==> src/rtl/param_core_distributor.sv <==
// rtl/param_core_distributor.sv - steers a serial parameter-word stream into per-core write ports
// Loads cores sequentially (auto) or one at a time (manual), never touching SKIP_CORE.
module param_core_distributor #(
   parameter int NUM_CORES      = 6,
   parameter int DATA_W         = 32,
   parameter int WORDS_PER_CORE = 256,
   parameter int IDLE_CYCLES    = 2,
   parameter int SKIP_CORE      = 5,
   parameter int CORE_W         = $clog2(NUM_CORES),
   parameter int ADDR_W         = $clog2(WORDS_PER_CORE)
) (
   input  logic                 clk,
   input  logic                 reset_n,
   input  logic                 start,
   input  logic                 auto_mode,
   input  logic [CORE_W-1:0]    sel_core,
   input  logic                 in_valid,
   input  logic [DATA_W-1:0]    in_data,
   output logic                 in_ready,
   output logic [NUM_CORES-1:0] core_wen,
   output logic [DATA_W-1:0]    core_wdata,
   output logic [ADDR_W-1:0]    core_waddr,
   output logic [CORE_W-1:0]    cur_core,
   output logic [NUM_CORES-1:0] core_done,
   output logic                 next_core_req,
   output logic                 all_done,
   output logic                 err
);

   localparam int GAP_W = $clog2(IDLE_CYCLES + 1);
   localparam logic [ADDR_W-1:0]    LAST_ADDR  = ADDR_W'(WORDS_PER_CORE - 1);
   localparam logic [CORE_W-1:0]    FIRST_CORE = (SKIP_CORE == 0) ? CORE_W'(1) : '0;
   // Shifting past the top bit leaves every core loadable when skipping is disabled.
   localparam logic [NUM_CORES-1:0] LOAD_MASK  = ~(NUM_CORES'(1) << SKIP_CORE);

   typedef enum logic [1:0] {S_IDLE, S_LOAD, S_GAP, S_DONE} state_t;

   state_t            state;
   logic              mode_auto;
   logic [ADDR_W-1:0] word_cnt;
   logic [GAP_W-1:0]  gap_cnt;
   logic [CORE_W:0]   step_core;
   logic [CORE_W:0]   next_core;
   logic              last_core;
   logic              sel_bad;

   assign in_ready = (state == S_LOAD);

   always_comb begin
      step_core = {1'b0, cur_core} + (CORE_W + 1)'(1);
      next_core = (int'(step_core) == SKIP_CORE) ? step_core + (CORE_W + 1)'(1) : step_core;
   end

   assign last_core = (int'(next_core) >= NUM_CORES);
   assign sel_bad   = (int'(sel_core) >= NUM_CORES) || (int'(sel_core) == SKIP_CORE) ||
                      (|(core_done & (NUM_CORES'(1) << sel_core)));

   always_ff @(posedge clk or negedge reset_n) begin
      if (!reset_n) begin
         state         <= S_IDLE;
         mode_auto     <= 1'b0;
         word_cnt      <= '0;
         gap_cnt       <= '0;
         core_wen      <= '0;
         core_wdata    <= '0;
         core_waddr    <= '0;
         cur_core      <= '0;
         core_done     <= '0;
         next_core_req <= 1'b0;
         all_done      <= 1'b0;
         err           <= 1'b0;
      end else begin
         core_wen      <= '0;
         next_core_req <= 1'b0;
         case (state)
            S_IDLE, S_DONE: begin
               if (state == S_DONE && in_valid) err <= 1'b1;
               if (start) begin
                  if (auto_mode) begin
                     core_done <= '0;
                     all_done  <= 1'b0;
                     err       <= 1'b0;
                     mode_auto <= 1'b1;
                     cur_core  <= FIRST_CORE;
                     word_cnt  <= '0;
                     state     <= S_LOAD;
                  end else if (sel_bad) begin
                     err <= 1'b1;
                  end else begin
                     err       <= 1'b0;
                     mode_auto <= 1'b0;
                     cur_core  <= sel_core;
                     word_cnt  <= '0;
                     state     <= S_LOAD;
                  end
               end
            end
            S_LOAD: begin
               if (in_valid) begin
                  core_wen   <= NUM_CORES'(1) << cur_core;
                  core_wdata <= in_data;
                  core_waddr <= word_cnt;
                  if (word_cnt == LAST_ADDR) begin
                     core_done     <= core_done | (NUM_CORES'(1) << cur_core);
                     word_cnt      <= '0;
                     gap_cnt       <= '0;
                     next_core_req <= (IDLE_CYCLES == 1);
                     state         <= S_GAP;
                  end else begin
                     word_cnt <= word_cnt + ADDR_W'(1);
                  end
               end
            end
            S_GAP: begin
               if (int'(gap_cnt) == IDLE_CYCLES - 1) begin
                  gap_cnt <= '0;
                  if (mode_auto) begin
                     if (last_core) begin
                        all_done <= 1'b1;
                        state    <= S_DONE;
                     end else begin
                        cur_core <= next_core[CORE_W-1:0];
                        state    <= S_LOAD;
                     end
                  end else if ((core_done & LOAD_MASK) == LOAD_MASK) begin
                     all_done <= 1'b1;
                     state    <= S_DONE;
                  end else begin
                     state <= S_IDLE;
                  end
               end else begin
                  gap_cnt <= gap_cnt + GAP_W'(1);
                  // Registered pulse lands on the final gap cycle.
                  next_core_req <= (int'(gap_cnt) + 2 == IDLE_CYCLES);
               end
            end
            default: state <= S_IDLE;
         endcase
      end
   end

endmodule

==> config.mk <==
export PLATFORM = sky130hd
export DESIGN_NAME = param_core_distributor
export DESIGN_NICKNAME = d
export VERILOG_FILES = /design/src/rtl/param_core_distributor.sv
export SDC_FILE = /design/constraint.sdc
export NUM_CORES = 1
export LEC_CHECK = 0
export CAP_MARGIN = 20
export CELL_PAD_IN_SITES_DETAIL_PLACEMENT = 0
export CELL_PAD_IN_SITES_GLOBAL_PLACEMENT = 1
export CORE_MARGIN = 2
export CORE_UTILIZATION = 35
export DETAILED_ROUTE_END_ITERATION = 8
export PLACE_DENSITY = 0.84
export SETUP_SLACK_MARGIN = 0.2
export SYNTH_ARGS = -nofsm -noshare
export SYNTH_HDL_FRONTEND = slang
export SYNTH_SLANG_ARGS = --single-unit
==> constraint.sdc <==
create_clock -name clk -period 2.3 [get_ports clk]
set_input_delay 0.46 -clock clk [delete_from_list [all_inputs] [get_ports clk]]
set_output_delay 0.46 -clock clk [all_outputs]
set_load 0.03 [all_outputs]
# Yosys cells after proc, flatten, opt, wreduce, memory -nomap -nowiden
# Index checks and enable logic that the tools add are counted.
# Widths: inputs -> output; s select.
# totals
in_bits	40
word_cells	112
out_inout_bits	59
regBits	71
# op_classes
addsub	5
magnitude_cmp	2
bitwise	2
n_eq_ne	20
mux	50
shifts	2
reduce_logical	19
# ops
op	count
$mux 8	5
$mux 6	6
$mux 2	12
$mux 3	6
$pmux 8 s2	1
$mux 1	14
$ne 2x2->1 const B	7
$pmux 6 s2	1
$reduce_and 6->1	2
$shl 1x3->6 const A	2
$reduce_and 5->1	2
$ne 3x3->1 const B	3
$add 8x1->8 const B	1
$eq 8x8->1 const B	1
$reduce_bool 2->1	4
$and 6x6->6	1
$eq 2x2->1 const B	3
$or 6x6->6	1
$pmux 2 s3	1
$pmux 3 s2	1
$reduce_and 3->1	2
$reduce_or 6->1	1
$eq 5x5->1 const B	1
$add 3x1->4 const B	1
other kinds (19)	21

# Depth between registers and ports, before layout
# logic_depth
ltp_word	8
mapped_depth	8
ltp_nobuf	7

# Worst setup path before layout
# OpenSTA, ideal clock, no wires.
# synth_path
path_type	register to register
start	register state[1]
end	register word_cnt[3]
setup_ps	104
required_time_ps	2196
synth_period_minus_slack_ps	2042
n_path_buf	1
arrival_ps	1939
path_slack_ps	258
path_stages_with_launch	8
path_cell_list	dfrtp_1 inv_1 ha_1 and2_1 clkbuf_1 a21oi_1 or3_4 o41ai_2
# synth_between
word_cells_on_any_way	10
cone_classes	5 x eq/ne; 1 x mux; 4 x reduce/logical
# synth_rtl
element	line	source
from (decl)	38	state_t state;
from (signal assigned)	60	state <= S_IDLE;
from (signal assigned)	86	state <= S_LOAD;
from (signal assigned)	94	state <= S_LOAD;
$eq 2x1->1 *	n/a	
named net in_ready	19	output logic in_ready,
$ne 2x2->1 (no source line) or $reduce_bool 2->1 (tied branches)	n/a	
$reduce_and 4->1 (no source line)	n/a	
to (signal assigned)	110	word_cnt <= word_cnt + ADDR_W'(1);
to (decl)	40	logic [ADDR_W-1:0] word_cnt;
# The timed path passes the listed nets; every way through them passes the cells marked *.
# A chain may end at the register's enable or synchronous reset.

# Worst setup path in the final report
# layout_path
start	input sel_core[0]
end	register word_cnt[5]
# layout_between
elab_chain_cells	6
word_cells_on_any_way	9
cone_classes	1 x order compare; 2 x eq/ne; 1 x shift; 1 x bitwise; 4 x reduce/logical
# layout_rtl
element	line	source
from (decl)	16	input logic [CORE_W-1:0] sel_core,
$shl 1x3->6	56	(|(core_done & (NUM_CORES'(1) << sel_core)));
$and 6x6->6	56	
$reduce_or 6->1	56	
$logic_or 1x1->1 *	55	assign sel_bad = (int'(sel_core) >= NUM_CORES) || (int'(sel_core) == SKIP_CORE) ||
$ne 3x3->1 (no source line) *	n/a	
$reduce_and 4->1 (no source line) *	n/a	
# Every way passes the cells marked *; elsewhere a longest branch is shown, timed or not.

==> impl_metrics.json <==
{
  "cp_top_family": "buffers and inverters",
  "clock.fmax_mhz": 480,
  "cts.sinks": 71,
  "grt_usage_pct": 16.8,
  "period_minus_slack_ns": 2.08,
  "worstPathRequired_ns": 2.55,
  "via_count": 2771,
  "via_per_inst": 4.90,
  "drc": 0,
  "finClkSkew_ns": 0.00705,
  "p_per_area_nw_per_um2": 1410,
  "synth_area_per_cell_sq_um": 9.33,
  "synth.most_common_cell": "nand2_1",
  "min_path_type": "in2async",
  "dp_worst_setup_slack_ns": -0.121,
  "synthFlopType": "dfrtp_1",
  "synth_top_area_share_pct": 55.4,
  "post_cts_buffers": 0,
  "port-buffer-count": 98,
  "die_w_microns": 99.7,
  "io_pins": 99,
  "netlist_instances": 344,
  "crit_slowest_cell": "clkdlybuf4s50_1",
  "fin_crit_sh_pct": 90.6,
  "synthToLayoutAreaGrowth_pct": 44.1,
  "timing.rr.end": "word_cnt[5]",
  "max_stage_delay_ns": 0.56,
  "synthArstFlopShare_pct": 100,
  "syn_nets": 397,
  "ant_nets": 0,
  "syn_area_sq_um": 3210,
  "synth-edff-count": 0,
  "path_class": "in2reg",
  "peakVddDrop_uv": 688,
  "antenna_found_initial": 0,
  "r2r-start": "state[1]",
  "slew_headroom_pct": 63.8,
  "startpoint_type": "input port",
  "rows": 34,
  "floorplan.initialDensity_pct": 36.4,
  "globalplace.congestion": 0.870,
  "layout-drive-gt1-share_pct": 8.53,
  "dieArea_sq_um": 9950,
  "h-tree-depth": 3,
  "grt_pass1_vias": 2721,
  "status": "finished clean",
  "drt-wirelength-per-cell_microns": 14.2,
  "grt_pass1_wl_microns": 13200,
  "cp-end-kind": "register",
  "drt-initial-drc-count": 72,
  "rsz0062_at_grt": "false",
  "clock_latency_ns": 0.34,
  "overflow": 0,
  "power.leakage_nw": 2.21,
  "synth_seq_area_share_pct": 55.4,
  "fin_setup_tns_ns": 0,
  "ys_warn_count": 0,
  "cp.arrival_ns": 2.33,
  "clkTransAtPathRegs_ns": 0.08,
  "tightest_slew_ns": 0.539,
  "cap_violations": 0,
  "cts-buffers-inserted": 9,
  "grt_max_degree": 72,
  "final_hold_viol_count": 0,
  "worst_slack_ns": 0.217,
  "finalNetCount": 505,
  "num-fill-cells": 829,
  "ys_top_cells_by_area": "dfrtp_1 (55%), nand2_1 (15%), ha_1 (5.1%), o21ai_0 (1.9%), nor2_1 (1.9%)",
  "whs_ns": 0.113,
  "dp_hpwl_microns": 5560,
  "postCtsHoldBufs": 0,
  "cts_buffer_depth": 2,
  "coreArea_sq_um": 8810,
  "yosys-top-cells-count": "nand2_1 (130), dfrtp_1 (71), nor2_1 (16), clkbuf_1 (14), ha_1 (13)",
  "routed_wl_microns": 8010,
  "rr_worst_depth": 7,
  "cts-root-buf": "clkbuf_8",
  "die_h_microns": 99.7,
  "rrSetupSlack_ns": 0.43,
  "critPathMaxFanout": 4,
  "ys_seq_elements": 71,
  "synth_cell_types": 40,
  "drtPass1Iterations": 4,
  "cts_tree": "built",
  "path_cells": "clkdlybuf4s50_1 -> mux2_2 -> o2111a_2 -> or3_4 -> o31ai_2",
  "finalSetupViolations": 0,
  "path_buf_inv": 1,
  "diodes": 0,
  "synth_largest_area_cell": "dfrtp_1",
  "drv_slew": 0
}
per-stage QoR:
step	cell area, sq um	utilization [%]	total power [mW]	std cells
floorplan	3210	-	4.00	344
global placement	4390	49.8	5.37	549
detailed placement	4390	49.8	5.43	549
CTS	4600	52.2	6.53	565
global route	4620	52.5	6.92	565
finish	4620	52.5	6.49	565
cells by family after synthesis:
logic type / count (synthesis) / synth area share (%)
fa+ha+maj: 13 / 5.07
xor+xnor: 1 / 0.273
compound gates: 53 / 11.3
buf+inv: 24 / 2.81
mux: 7 / 2.26
simple gates: 175 / 22.9
flops: 71 / 55.4
layer usage:
layer	up-vias	global-route usage, %	share of wire [%]
li1	1372	-	-
met3	10	3.23	5.2
met5	-	0	0
met4	0	6.95	1.4
met1	1304	23.6	48
met2	85	25.4	46
where the power goes:
part	switching [mW]	leakage, nW	internal (mW)
Clock	0.477	0.102	0.607
Sequential	0.315	0.919	1.70
Combinational	2.04	1.19	1.36
what timing repair did:
item,in CTS,in global routing
endpoints found under the setup margin,1,3
gates resized for setup,1,6
hold endpoints to repair,0,0
layout by cell type (no fill, tap or decap), types with 9 or more instances in the layout:
cell / netlist / final
nand2_1: 130 / 130
clkdlybuf4s50_1: 0 / 95
dfrtp_1: 71 / 71
nor2_1: 16 / 16
ha_1: 13 / 13
o21ai_0: 12 / 11
buf_4: 0 / 11
inv_1: 10 / 10
a21oi_1: 10 / 9
clkbuf_8: 0 / 9
sequential cells by signal (all words and copies together), names as in the netlist:
signal and count:
err 1, core_waddr 8, all_done 1, word_cnt 8, cur_core 3, core_wdata 32
state 2, next_core_req 1, gap_cnt 2, core_wen 6, mode_auto 1, core_done 6
worst max-delay path by stage:
| stage | startpoint | end | slack (ns) | cells past startpoint |
|---|---|---|---|---|
| 5_1_grt | sel_core[0] | word_cnt[3] | 0.21 | 7 |
| 4_1_cts | cur_core[2] | cur_core[2] | 0.23 | 1 |
| 3_5_place_dp | sel_core[0] | word_cnt[3] | -0.12 | 5 |
| 3_3_place_gp | sel_core[0] | word_cnt[3] | -0.06 | 5 |
| 2_1_floorplan | state[1] | word_cnt[3] | 0.26 | 7 |
| 6_report | sel_core[0] | word_cnt[5] | 0.22 | 5 |
cell type report:
cell class / count / area (sq um) / area share [%]
sequential: 71 / 1780 / 38.4
multi-input combinational: 249 / 1360 / 29.4
timing repair buffer: 111 / 1100 / 23.8
tap: 108 / 135 / 2.92
clock buffer: 10 / 128 / 2.76
clock inverter: 6 / 85.1 / 1.84
inverter: 10 / 37.5 / 0.812
worst register-to-register path, stage by stage (launching register included):
cell and delay (ns):
dfrtp_1 0.41, inv_1 0.08, ha_1 0.19, buf_4 0.16, and2_1 0.21, a21oi_2 0.11, or3_4 0.40, o31ai_2 0.21
No activity file was read; power rests on OpenSTA's default activity.
